===== config.mk =====
export PLATFORM = sky130hd
export DESIGN_NAME = id_ex_ctrl_stage
export DESIGN_NICKNAME = d
export VERILOG_FILES = /design/src/rtl/id_ex_ctrl_stage.sv
export SDC_FILE = /design/constraint.sdc
export NUM_CORES = 1
export LEC_CHECK = 0
export ABC_AREA = 0
export CORE_UTILIZATION = 39
export CTS_BUF_LIST = sky130_fd_sc_hd__clkbuf_4 sky130_fd_sc_hd__clkbuf_8 sky130_fd_sc_hd__clkbuf_16
export DETAILED_ROUTE_END_ITERATION = 6
export GPL_TIMING_DRIVEN = 0
export PLACE_DENSITY = 0.9
export SYNTH_ARGS = -nofsm -noshare
export SYNTH_HDL_FRONTEND = slang
export SYNTH_SLANG_ARGS = --single-unit

===== constraint.sdc =====
create_clock -name clk -period 2.36 [get_ports clk]
set_input_delay 0.354 -clock clk [delete_from_list [all_inputs] [get_ports clk]]
set_output_delay 0.354 -clock clk [all_outputs]
set_load 0.01 [all_outputs]

===== src/rtl/id_ex_ctrl_stage.sv =====
// ID/EX stage: main-control decode of the IF/ID instruction and the ID/EX pipeline register,
// with hazard-unit stall/flush and a saturating count of bubbles loaded.
module id_ex_ctrl_stage #(
  parameter int DATA_W = 32,
  parameter int CNT_W  = 16
) (
  input  logic              clk,
  input  logic              rst_n,
  input  logic [31:0]       if_id_instr,
  input  logic [DATA_W-1:0] if_id_npc,
  input  logic              if_id_valid,
  input  logic [DATA_W-1:0] rd_data1,
  input  logic [DATA_W-1:0] rd_data2,
  input  logic              stall,
  input  logic              flush,
  output logic              ex_valid,
  output logic              ex_regwrite,
  output logic              ex_memtoreg,
  output logic              ex_branch,
  output logic              ex_memread,
  output logic              ex_memwrite,
  output logic              ex_regdst,
  output logic              ex_alusrc,
  output logic [1:0]        ex_aluop,
  output logic [5:0]        ex_funct,
  output logic [DATA_W-1:0] ex_npc,
  output logic [DATA_W-1:0] ex_rd_data1,
  output logic [DATA_W-1:0] ex_rd_data2,
  output logic [DATA_W-1:0] ex_imm,
  output logic [4:0]        ex_rt,
  output logic [4:0]        ex_rd,
  output logic              ex_illegal,
  output logic [CNT_W-1:0]  bubble_cnt
);

  localparam logic [5:0] OP_RTYPE = 6'b000000;
  localparam logic [5:0] OP_LW    = 6'b100011;
  localparam logic [5:0] OP_SW    = 6'b101011;
  localparam logic [5:0] OP_BEQ   = 6'b000100;

  typedef struct packed {
    logic       regwrite;
    logic       memtoreg;
    logic       branch;
    logic       memread;
    logic       memwrite;
    logic       regdst;
    logic       alusrc;
    logic [1:0] aluop;
    logic       illegal;
  } ctrl_t;

  function automatic logic [CNT_W-1:0] sat_inc(input logic [CNT_W-1:0] v);
    return (&v) ? v : v + CNT_W'(1);
  endfunction

  logic [5:0]               opcode_p0;
  ctrl_t                    ctrl_p0;
  logic signed [15:0]       imm16_p0;
  logic signed [DATA_W-1:0] imm_ext_p0;
  logic                     load_bubble_p0;
  logic                     load_instr_p0;

  assign opcode_p0  = if_id_instr[31:26];
  assign imm16_p0   = if_id_instr[15:0];
  assign imm_ext_p0 = DATA_W'(imm16_p0);

  assign load_bubble_p0 = flush | (~stall & ~if_id_valid);
  assign load_instr_p0  = ~flush & ~stall & if_id_valid;

  always_comb begin
    ctrl_p0 = '0;
    case (opcode_p0)
      OP_RTYPE: begin
        ctrl_p0.regdst   = 1'b1;
        ctrl_p0.regwrite = 1'b1;
        ctrl_p0.aluop    = 2'b10;
      end
      OP_LW: begin
        ctrl_p0.alusrc   = 1'b1;
        ctrl_p0.memtoreg = 1'b1;
        ctrl_p0.regwrite = 1'b1;
        ctrl_p0.memread  = 1'b1;
        ctrl_p0.aluop    = 2'b00;
      end
      OP_SW: begin
        ctrl_p0.alusrc   = 1'b1;
        ctrl_p0.memwrite = 1'b1;
        ctrl_p0.aluop    = 2'b00;
      end
      OP_BEQ: begin
        ctrl_p0.branch   = 1'b1;
        ctrl_p0.aluop    = 2'b01;
      end
      default: begin
        ctrl_p0.aluop    = 2'b11;
        ctrl_p0.illegal  = 1'b1;
      end
    endcase
  end

  // ---- ID -> EX boundary ----
  logic                     vld_p1;
  ctrl_t                    ctrl_p1;
  logic [5:0]               funct_p1;
  logic [DATA_W-1:0]        npc_p1;
  logic [DATA_W-1:0]        rd_data1_p1;
  logic [DATA_W-1:0]        rd_data2_p1;
  logic signed [DATA_W-1:0] imm_p1;
  logic [4:0]               rt_p1;
  logic [4:0]               rd_p1;
  logic [CNT_W-1:0]         bubble_cnt_p1;

  always_ff @(posedge clk or negedge rst_n) begin
    if (!rst_n) begin
      vld_p1        <= 1'b0;
      ctrl_p1       <= '0;
      funct_p1      <= '0;
      npc_p1        <= '0;
      rd_data1_p1   <= '0;
      rd_data2_p1   <= '0;
      imm_p1        <= '0;
      rt_p1         <= '0;
      rd_p1         <= '0;
      bubble_cnt_p1 <= '0;
    end else if (load_bubble_p0) begin
      vld_p1        <= 1'b0;
      ctrl_p1       <= '0;
      funct_p1      <= '0;
      npc_p1        <= '0;
      rd_data1_p1   <= '0;
      rd_data2_p1   <= '0;
      imm_p1        <= '0;
      rt_p1         <= '0;
      rd_p1         <= '0;
      bubble_cnt_p1 <= sat_inc(bubble_cnt_p1);
    end else if (load_instr_p0) begin
      vld_p1        <= 1'b1;
      ctrl_p1       <= ctrl_p0;
      funct_p1      <= if_id_instr[5:0];
      npc_p1        <= if_id_npc;
      rd_data1_p1   <= rd_data1;
      rd_data2_p1   <= rd_data2;
      imm_p1        <= imm_ext_p0;
      rt_p1         <= if_id_instr[20:16];
      rd_p1         <= if_id_instr[15:11];
    end
  end

  assign ex_valid    = vld_p1;
  assign ex_regwrite = ctrl_p1.regwrite;
  assign ex_memtoreg = ctrl_p1.memtoreg;
  assign ex_branch   = ctrl_p1.branch;
  assign ex_memread  = ctrl_p1.memread;
  assign ex_memwrite = ctrl_p1.memwrite;
  assign ex_regdst   = ctrl_p1.regdst;
  assign ex_alusrc   = ctrl_p1.alusrc;
  assign ex_aluop    = ctrl_p1.aluop;
  assign ex_illegal  = ctrl_p1.illegal;
  assign ex_funct    = funct_p1;
  assign ex_npc      = npc_p1;
  assign ex_rd_data1 = rd_data1_p1;
  assign ex_rd_data2 = rd_data2_p1;
  assign ex_imm      = imm_p1;
  assign ex_rt       = rt_p1;
  assign ex_rd       = rd_p1;
  assign bubble_cnt  = bubble_cnt_p1;

endmodule


==> key figures, run 1 <==
Timing
  • Number of slew-limit violations in the final report: 0
  • RSZ-0062 raised after global routing: no
  • Max-Slew Margin vs Limit: 0.542
  • Period utilization: 0.922
  • Endpoints failing hold: 0
  • Hold Slack: approximately 0.48 ns
  • Clock Skew: 0.0113 ns
  • Minimum clock period: 2.17 ns
  • Fmax: around 0.46 GHz
  • Final setup fails: 0
  • Worst-Margin Slew: 0.680 ns

Yosys
  • Dominant cells by area after synthesis: dfrtp_1 65%, a22o_1 19%, buf_4 4.0%
  • Ys flop type: dfrtp_1
  • Main combinational cell family by area after synthesis: compound AO/OA/AOI/OAI gates
  • Compound-cell area share of the yosys netlist: 0.211
  • Leading area contributor after synthesis: dfrtp_1
  • #FFs+latches synth: 143
  • Synth top area share: 0.653
  • Multiplexer area fraction after synthesis: 0.00206
  • Cell variety after synth: 37
  • Async SR Flop Fraction: 1.00
  • Post-synthesis sequential area ratio: 0.653
  • Synth warnings: 0
  • Simple-gate share of the synthesized area: 0.0505
  • Synthesized Nets: approximately 530
  • Adder-cell area share of the yosys netlist: 0.00228
  • Post-synth EDFFs: 0
  • Mapped cell area: 5480 um^2
  • Synth Area in XOR/XNOR: 0.0208
  • Mapped Cells: 397
  • Syn Area/Cell: 13.8 um^2

Clock network
  • PostCTS Resize Cnt: 0
  • Cts bufs inserted: 17
  • Postcts setup bufs: 0
  • CTS tree: done
  • H-tree depth: 4
  • CTS root buffer: clkbuf_16
  • Sink Count: 143
  • CTS clock-pin slew for the worst setup and hold paths: 0.06 ns
  • Longest Clk Path Bufs: 2
  • Clk Latency, worst-skew pair: 0.42 ns

GRT
  • Largest net degree at the start of global routing: 77
  • GRT Util Overall: 0.239
  • Routing usage on met2: 0.402
  • First-pass GRT wire length: 26.2 mm
  • Met1 usage in global routing: 0.280
  • GRT met3 Usage: 0.0698
  • Initial antenna violation count: 0
  • Vias in the first global route: 4807
  • GRT busiest layer: met2
  • GR Overflow Total: 0

Pwr
  • Pwr Total: between 6 and 7 mW
  • Combinational Power Share: 0.163
  • Power Density: 718 nW/um^2
  • Internal power: between 5 and 6 mW
  • Leakage: 4.19 nW
  • Switching share of power: 0.242
  • Sequential share of power: 0.410
  • Clock power frac: 0.427
  • P_sw: 1.62 mW
  • Peak supply drop: around 540 uV

Worst hold path
  • Min-delay worst type: reg -> reg
  • Cell depth of the worst min-delay path: 1
  • Hold endpoint: ex_alusrc$_DFFE_PN0P_
  • Worst Hold Launch: ex_alusrc$_DFFE_PN0P_

Routing
  • Vias per cell: 5.13
  • DRC: 0
  • Routed len/inst: 18.6 um
  • Drt pass-1 iters: 4
  • DR iter-0 viols: 222
  • Routed WL: 16.8 mm
  • Post-route ant nets: 0
  • Vias: between 4k and 5k

Placement
  • Port buffer count: 298
  • Dpl cells: 872
  • Routability Congestion: 0.835
  • Hpwl dp: 12.4 mm
  • Placed cell area: just under 9000 um^2

Final layout
  • Most frequent cells in the layout: 297 x clkdlybuf4s50_1, 143 x dfrtp_1, 118 x a22o_1, 29 x buf_4, 17 x clkbuf_16
  • Ant. Diodes: 0
  • Layout cells sized above 1: 0.111
  • Commonest non-fill, non-tap cell in the layout: clkdlybuf4s50_1
  • Final layout net count: 850
  • # fillers: 959
  • Fin area: 9360 um^2
  • Final cell count without fillers: ~910
  • Syn-to-layout area delta: 70.8%

Critical path
  • Reg-to-Reg Start: bubble_cnt[0]$_DFFE_PN0P_
  • CP Launch Type: flop
  • Worst R2R End: bubble_cnt[1]$_DFFE_PN0P_
  • Reg2reg path depth: 5
  • Slowest stage delay, CP: 0.68 ns
  • CP Max Fanout: 19
  • Worst-path cell with the longest stage delay: dfrtp_1
  • CP endpoint kind: output pin
  • Top cell family by delay on the critical path: buffers and inverters
  • Worst Path Arrival: 1.82 ns
  • Cell Chain, Critical Path: buf_4, clkdlybuf4s50_1
  • R2R Setup Slk: 0.37 ns
  • Crit path buf inv count: 2
  • CP Class: reg -> out
  • CP Data Required Time: ~2 ns

Floorplanning
  • FP Rows: 42
  • DIE AREA: between 10000 and 15000 um^2
  • Die width: 121 um
  • Num ports: 304
  • Initial Utilization: 0.407
  • Die span in y: 121 um
  • Core area: about 13000 um^2

Outcome
  • Outcome: completed

Job
  • Max-cap viol count: 0
## cell families (layout without fill, tap and decap cells)
logic type	Yosys count	in the layout
AOI/OAI and AO/OA	133	133
adders and majority gates	1	1
DFF	143	143
muxes	1	1
xor gates and xnor gates	13	13
and+or+nand+nor	49	49
buffers and inverters	57	389
## cell usage after synthesis, types with 2 or more instances
cell,n
a21o_1,3
a21oi_1,2
a22o_1,118
a32o_1,2
buf_1,3
buf_2,7
buf_4,29
clkbuf_1,16
dfrtp_1,143
inv_1,2
nand2_1,11
nand3_1,5
nand4_1,5
nor2_1,9
nor3_1,5
nor3_2,2
nor4_1,4
xor2_1,12
## layer usage
metal | vias to the layer above | wire length, um
li1 | 2109 | -
met1 | 2260 | 6580
met2 | 231 | 8450
met3 | 39 | 1250
met4 | 0 | 552
met5 | - | 0
## power groups by stage
| stage | clock network (mW) | logic, mW | registers [mW] |
|---|---|---|---|
| global route | 3.03 | 1.17 | 2.78 |
| floorplan | 0 | 0.304 | 2.84 |
| detailed placement | 0 | 1.10 | 2.79 |
| finish | 2.87 | 1.09 | 2.75 |
| CTS | 2.93 | 1.11 | 2.76 |
| global placement | 0 | 1.06 | 2.78 |
## per-stage QoR
| step | utilization | setup TNS [ns] | worst slack [ns] |
|---|---|---|---|
| after floorplan | - | 0 | 0.517 |
| after global placement | 0.645 | -600.66 | -4.21 |
| after detailed placement | 0.648 | -1.54 | -0.0623 |
| after CTS | 0.696 | 0 | 0.124 |
| after global routing | 0.696 | 0 | 0.0719 |
| final | 0.696 | 0 | 0.185 |
## worst max path at each step
stage | startpoint | end | depth (start not counted)
detailed placement | stall | ex_rd_data2[6]$_DFFE_PN0P_ | 6
CTS | ex_imm[30]$_DFFE_PN0P_ | ex_imm[24] | 2
finish | ex_imm[30]$_DFFE_PN0P_ | ex_imm[24] | 2
global placement | rst_n | ex_npc[24]$_DFFE_PN0P_ | 1
floorplan | bubble_cnt[0]$_DFFE_PN0P_ | bubble_cnt[1]$_DFFE_PN0P_ | 5
global route | ex_imm[30]$_DFFE_PN0P_ | ex_imm[21] | 2
## area by class of cell
cell class | instances | area [um^2] | area share
clock inverter | 12 | 179 | 0.0191
tap | 176 | 220 | 0.0235
multi-input combinational | 197 | 1570 | 0.168
sequential | 143 | 3580 | 0.382
timing repair buffer | 300 | 3020 | 0.323
inverter | 2 | 7.51 | 0.000802
clock buffer | 20 | 460 | 0.0492
buffer | 55 | 324 | 0.0346
## sequential cells by signal, summed over array words and instances, names as in the netlist
| register | cells |
|---|---|
| ex_memwrite | 1 |
| ex_rt | 5 |
| ex_funct | 5 |
| ex_memread | 1 |
| ex_npc | 32 |
| ex_alusrc | 1 |
| ex_branch | 1 |
| ex_illegal | 1 |
| ex_rd_data1 | 32 |
| ex_regwrite | 1 |
| ex_aluop | 2 |
| bubble_cnt | 16 |
| ex_regdst | 1 |
| ex_rd_data2 | 32 |
| ex_valid | 1 |
| ex_imm | 11 |
## repair_timing
item,CTS,global route
endpoints found under the setup margin,0,0
hold buffers,1,0
hold endpoints to repair,67,0
Note: power is estimated with default switching activity, not from simulation.
==> inputs of run 2 (changes only) <==
--- a/config.mk
+++ b/config.mk
@@ -10,7 +10,7 @@
 export CTS_BUF_LIST = sky130_fd_sc_hd__clkbuf_4 sky130_fd_sc_hd__clkbuf_8 sky130_fd_sc_hd__clkbuf_16
 export DETAILED_ROUTE_END_ITERATION = 6
 export GPL_TIMING_DRIVEN = 0
-export PLACE_DENSITY = 0.9
+export PLACE_DENSITY = 0.81
 export SYNTH_ARGS = -nofsm -noshare
 export SYNTH_HDL_FRONTEND = slang
 export SYNTH_SLANG_ARGS = --single-unit
==> key figures, run 2 (synthesis gave the netlist of run 1 again) <==
Critical path
  • CP Class: reg -> out
  • Reg-to-Reg Start: bubble_cnt[0]$_DFFE_PN0P_
  • Slowest stage delay, CP: roughly 0.73 ns
  • Cell Chain, Critical Path: buf_4, clkdlybuf4s50_1
  • CP endpoint kind: output pin
  • Reg2reg path depth: 5
  • CP Max Fanout: 19
  • Worst Path Arrival: 1.89 ns
  • Top cell family by delay on the critical path: buffers and inverters
  • Worst-path cell with the longest stage delay: dfrtp_1
  • CP Data Required Time: 2.01 ns
  • R2R Setup Slk: roughly 0.39 ns
  • CP Launch Type: flop
  • Worst R2R End: bubble_cnt[1]$_DFFE_PN0P_
  • Crit path buf inv count: 2

Floorplanning
  • Die width: 121 um
  • Die span in y: 121 um
  • Initial Utilization: 0.407
  • Core area: 13500 um^2
  • FP Rows: 42
  • DIE AREA: 14500 um^2
  • Num ports: slightly above 300

Clock network
  • CTS tree: done
  • Hold Buf Count CTS: 1
  • Postcts setup bufs: 0
  • Sink Count: 143
  • Clk Latency, worst-skew pair: 0.41 ns
  • Longest Clk Path Bufs: 2
  • PostCTS Resize Cnt: 0
  • CTS root buffer: clkbuf_16
  • Cts bufs inserted: 17
  • H-tree depth: 4
  • CTS clock-pin slew for the worst setup and hold paths: roughly 0.060 ns

Final layout
  • Most frequent cells in the layout: 297 x clkdlybuf4s50_1, 143 x dfrtp_1, 118 x a22o_1, 29 x buf_4, 17 x clkbuf_16
  • Final Core Density: 0.692
  • Final layout net count: 850
  • Syn-to-layout area delta: 69.9%
  • Final cell count without fillers: roughly 910
  • Ant. Diodes: 0
  • Layout cells sized above 1: 0.111
  • # fillers: between 900 and 1k
  • Commonest non-fill, non-tap cell in the layout: clkdlybuf4s50_1

Worst hold path
  • Hold endpoint: ex_aluop[0]$_DFFE_PN0P_
  • Min-delay worst type: reg -> reg
  • Worst Hold Launch: ex_aluop[0]$_DFFE_PN0P_
  • Cell depth of the worst min-delay path: 2

Outcome
  • Outcome: completed

Routing
  • Vias: 4606
  • Post-route ant nets: 0
  • Routed len/inst: 18.3 um
  • DRC: 0
  • DR iter-0 viols: 311
  • Drt pass-1 iters: 5
  • Routed WL: 16.6 mm
  • Vias per cell: 5.09

Timing
  • Endpoints failing hold: 0
  • Minimum clock period: 2.24 ns
  • Setup tns final: 0 ns
  • RSZ-0062 raised after global routing: no
  • Worst-Margin Slew: around 0.76 ns
  • Final setup fails: 0
  • Worst setup margin: roughly 0.12 ns
  • Hold Slack: 0.479 ns
  • Period utilization: 0.950
  • Fmax: 0.446 GHz
  • Number of slew-limit violations in the final report: 0
  • Max-Slew Margin vs Limit: 0.490
  • Clock Skew: 0.00498 ns

GRT
  • Vias in the first global route: about 4.7k
  • GR Overflow Total: 0
  • Initial antenna violation count: 0
  • Largest net degree at the start of global routing: slightly below 80
  • GRT Util Overall: 0.234
  • First-pass GRT wire length: between 20 and 30 mm

Job
  • Max-cap viol count: 0

Placement
  • Routability Congestion: 0.827
  • Port buffer count: 298
  • Setup WS pre-CTS: -0.0737 ns
  • Hpwl dp: 12.3 mm
  • Dpl cells: 872

Pwr
  • Leakage: 4.16 nW
  • Power Density: 695 nW/um^2
  • Peak supply drop: between 400 and 500 uV
==> run 2: final cells by class <==
cell class,instances,area (um^2),area share
Clock inverter,15,163,0.0175
Sequential cell,143,3580,0.384
Buffer,55,324,0.0348
Inverter,2,7.51,0.000806
Multi-Input combinational cell,197,1570,0.169
Timing Repair Buffer,300,3020,0.325
Clock buffer,17,425,0.0457
Tap cell,176,220,0.0237
==> run 2: through the flow <==
step	area (um^2)	power, mW
2_1_floorplan	5480	3.15
3_3_place_gp	8680	3.85
3_5_place_dp	8710	3.89
4_1_cts	9310	6.55
5_1_grt	9310	6.75
6_report	9310	6.47
==> run 2: worst max path at each step <==
| stage | cells past startpoint | end | from | slack, ns |
|---|---|---|---|---|
| 6_report | 2 | ex_imm[29] | ex_imm[30]$_DFFE_PN0P_ | 0.12 |
| 2_1_floorplan | 5 | bubble_cnt[1]$_DFFE_PN0P_ | bubble_cnt[0]$_DFFE_PN0P_ | 0.52 |
| 3_3_place_gp | 1 | ex_npc[26]$_DFFE_PN0P_ | rst_n | -4.36 |
| 4_1_cts | 2 | ex_imm[29] | ex_imm[30]$_DFFE_PN0P_ | 0.07 |
| 5_1_grt | 2 | ex_imm[29] | ex_imm[30]$_DFFE_PN0P_ | 0.02 |
| 3_5_place_dp | 6 | ex_rd_data2[15]$_DFFE_PN0P_ | stall | -0.07 |
==> run 2: power by group <==
part	internal, mW	leakage, nW	total, mW	switching, mW
sequential	2.61	1.93	2.75	0.149
clock	1.57	0.280	2.63	1.06
combinational	0.645	1.95	1.09	0.448
==> run 2: metal layers <==
layer,part of all wire,global-route usage,vias up
met5,0,0,-
met4,0.023,0.0895,0
met3,0.076,0.0717,32
met1,0.39,0.274,2250
li1,-,-,2109
met2,0.51,0.402,215
==> run 2: worst register-to-register path, stage by stage, from the launching register on <==
cell     delay, ns
dfrtp_1       0.41
ha_1          0.23
nand4_1       0.16
o41ai_2       0.45
buf_4         0.26
mux2_2        0.34
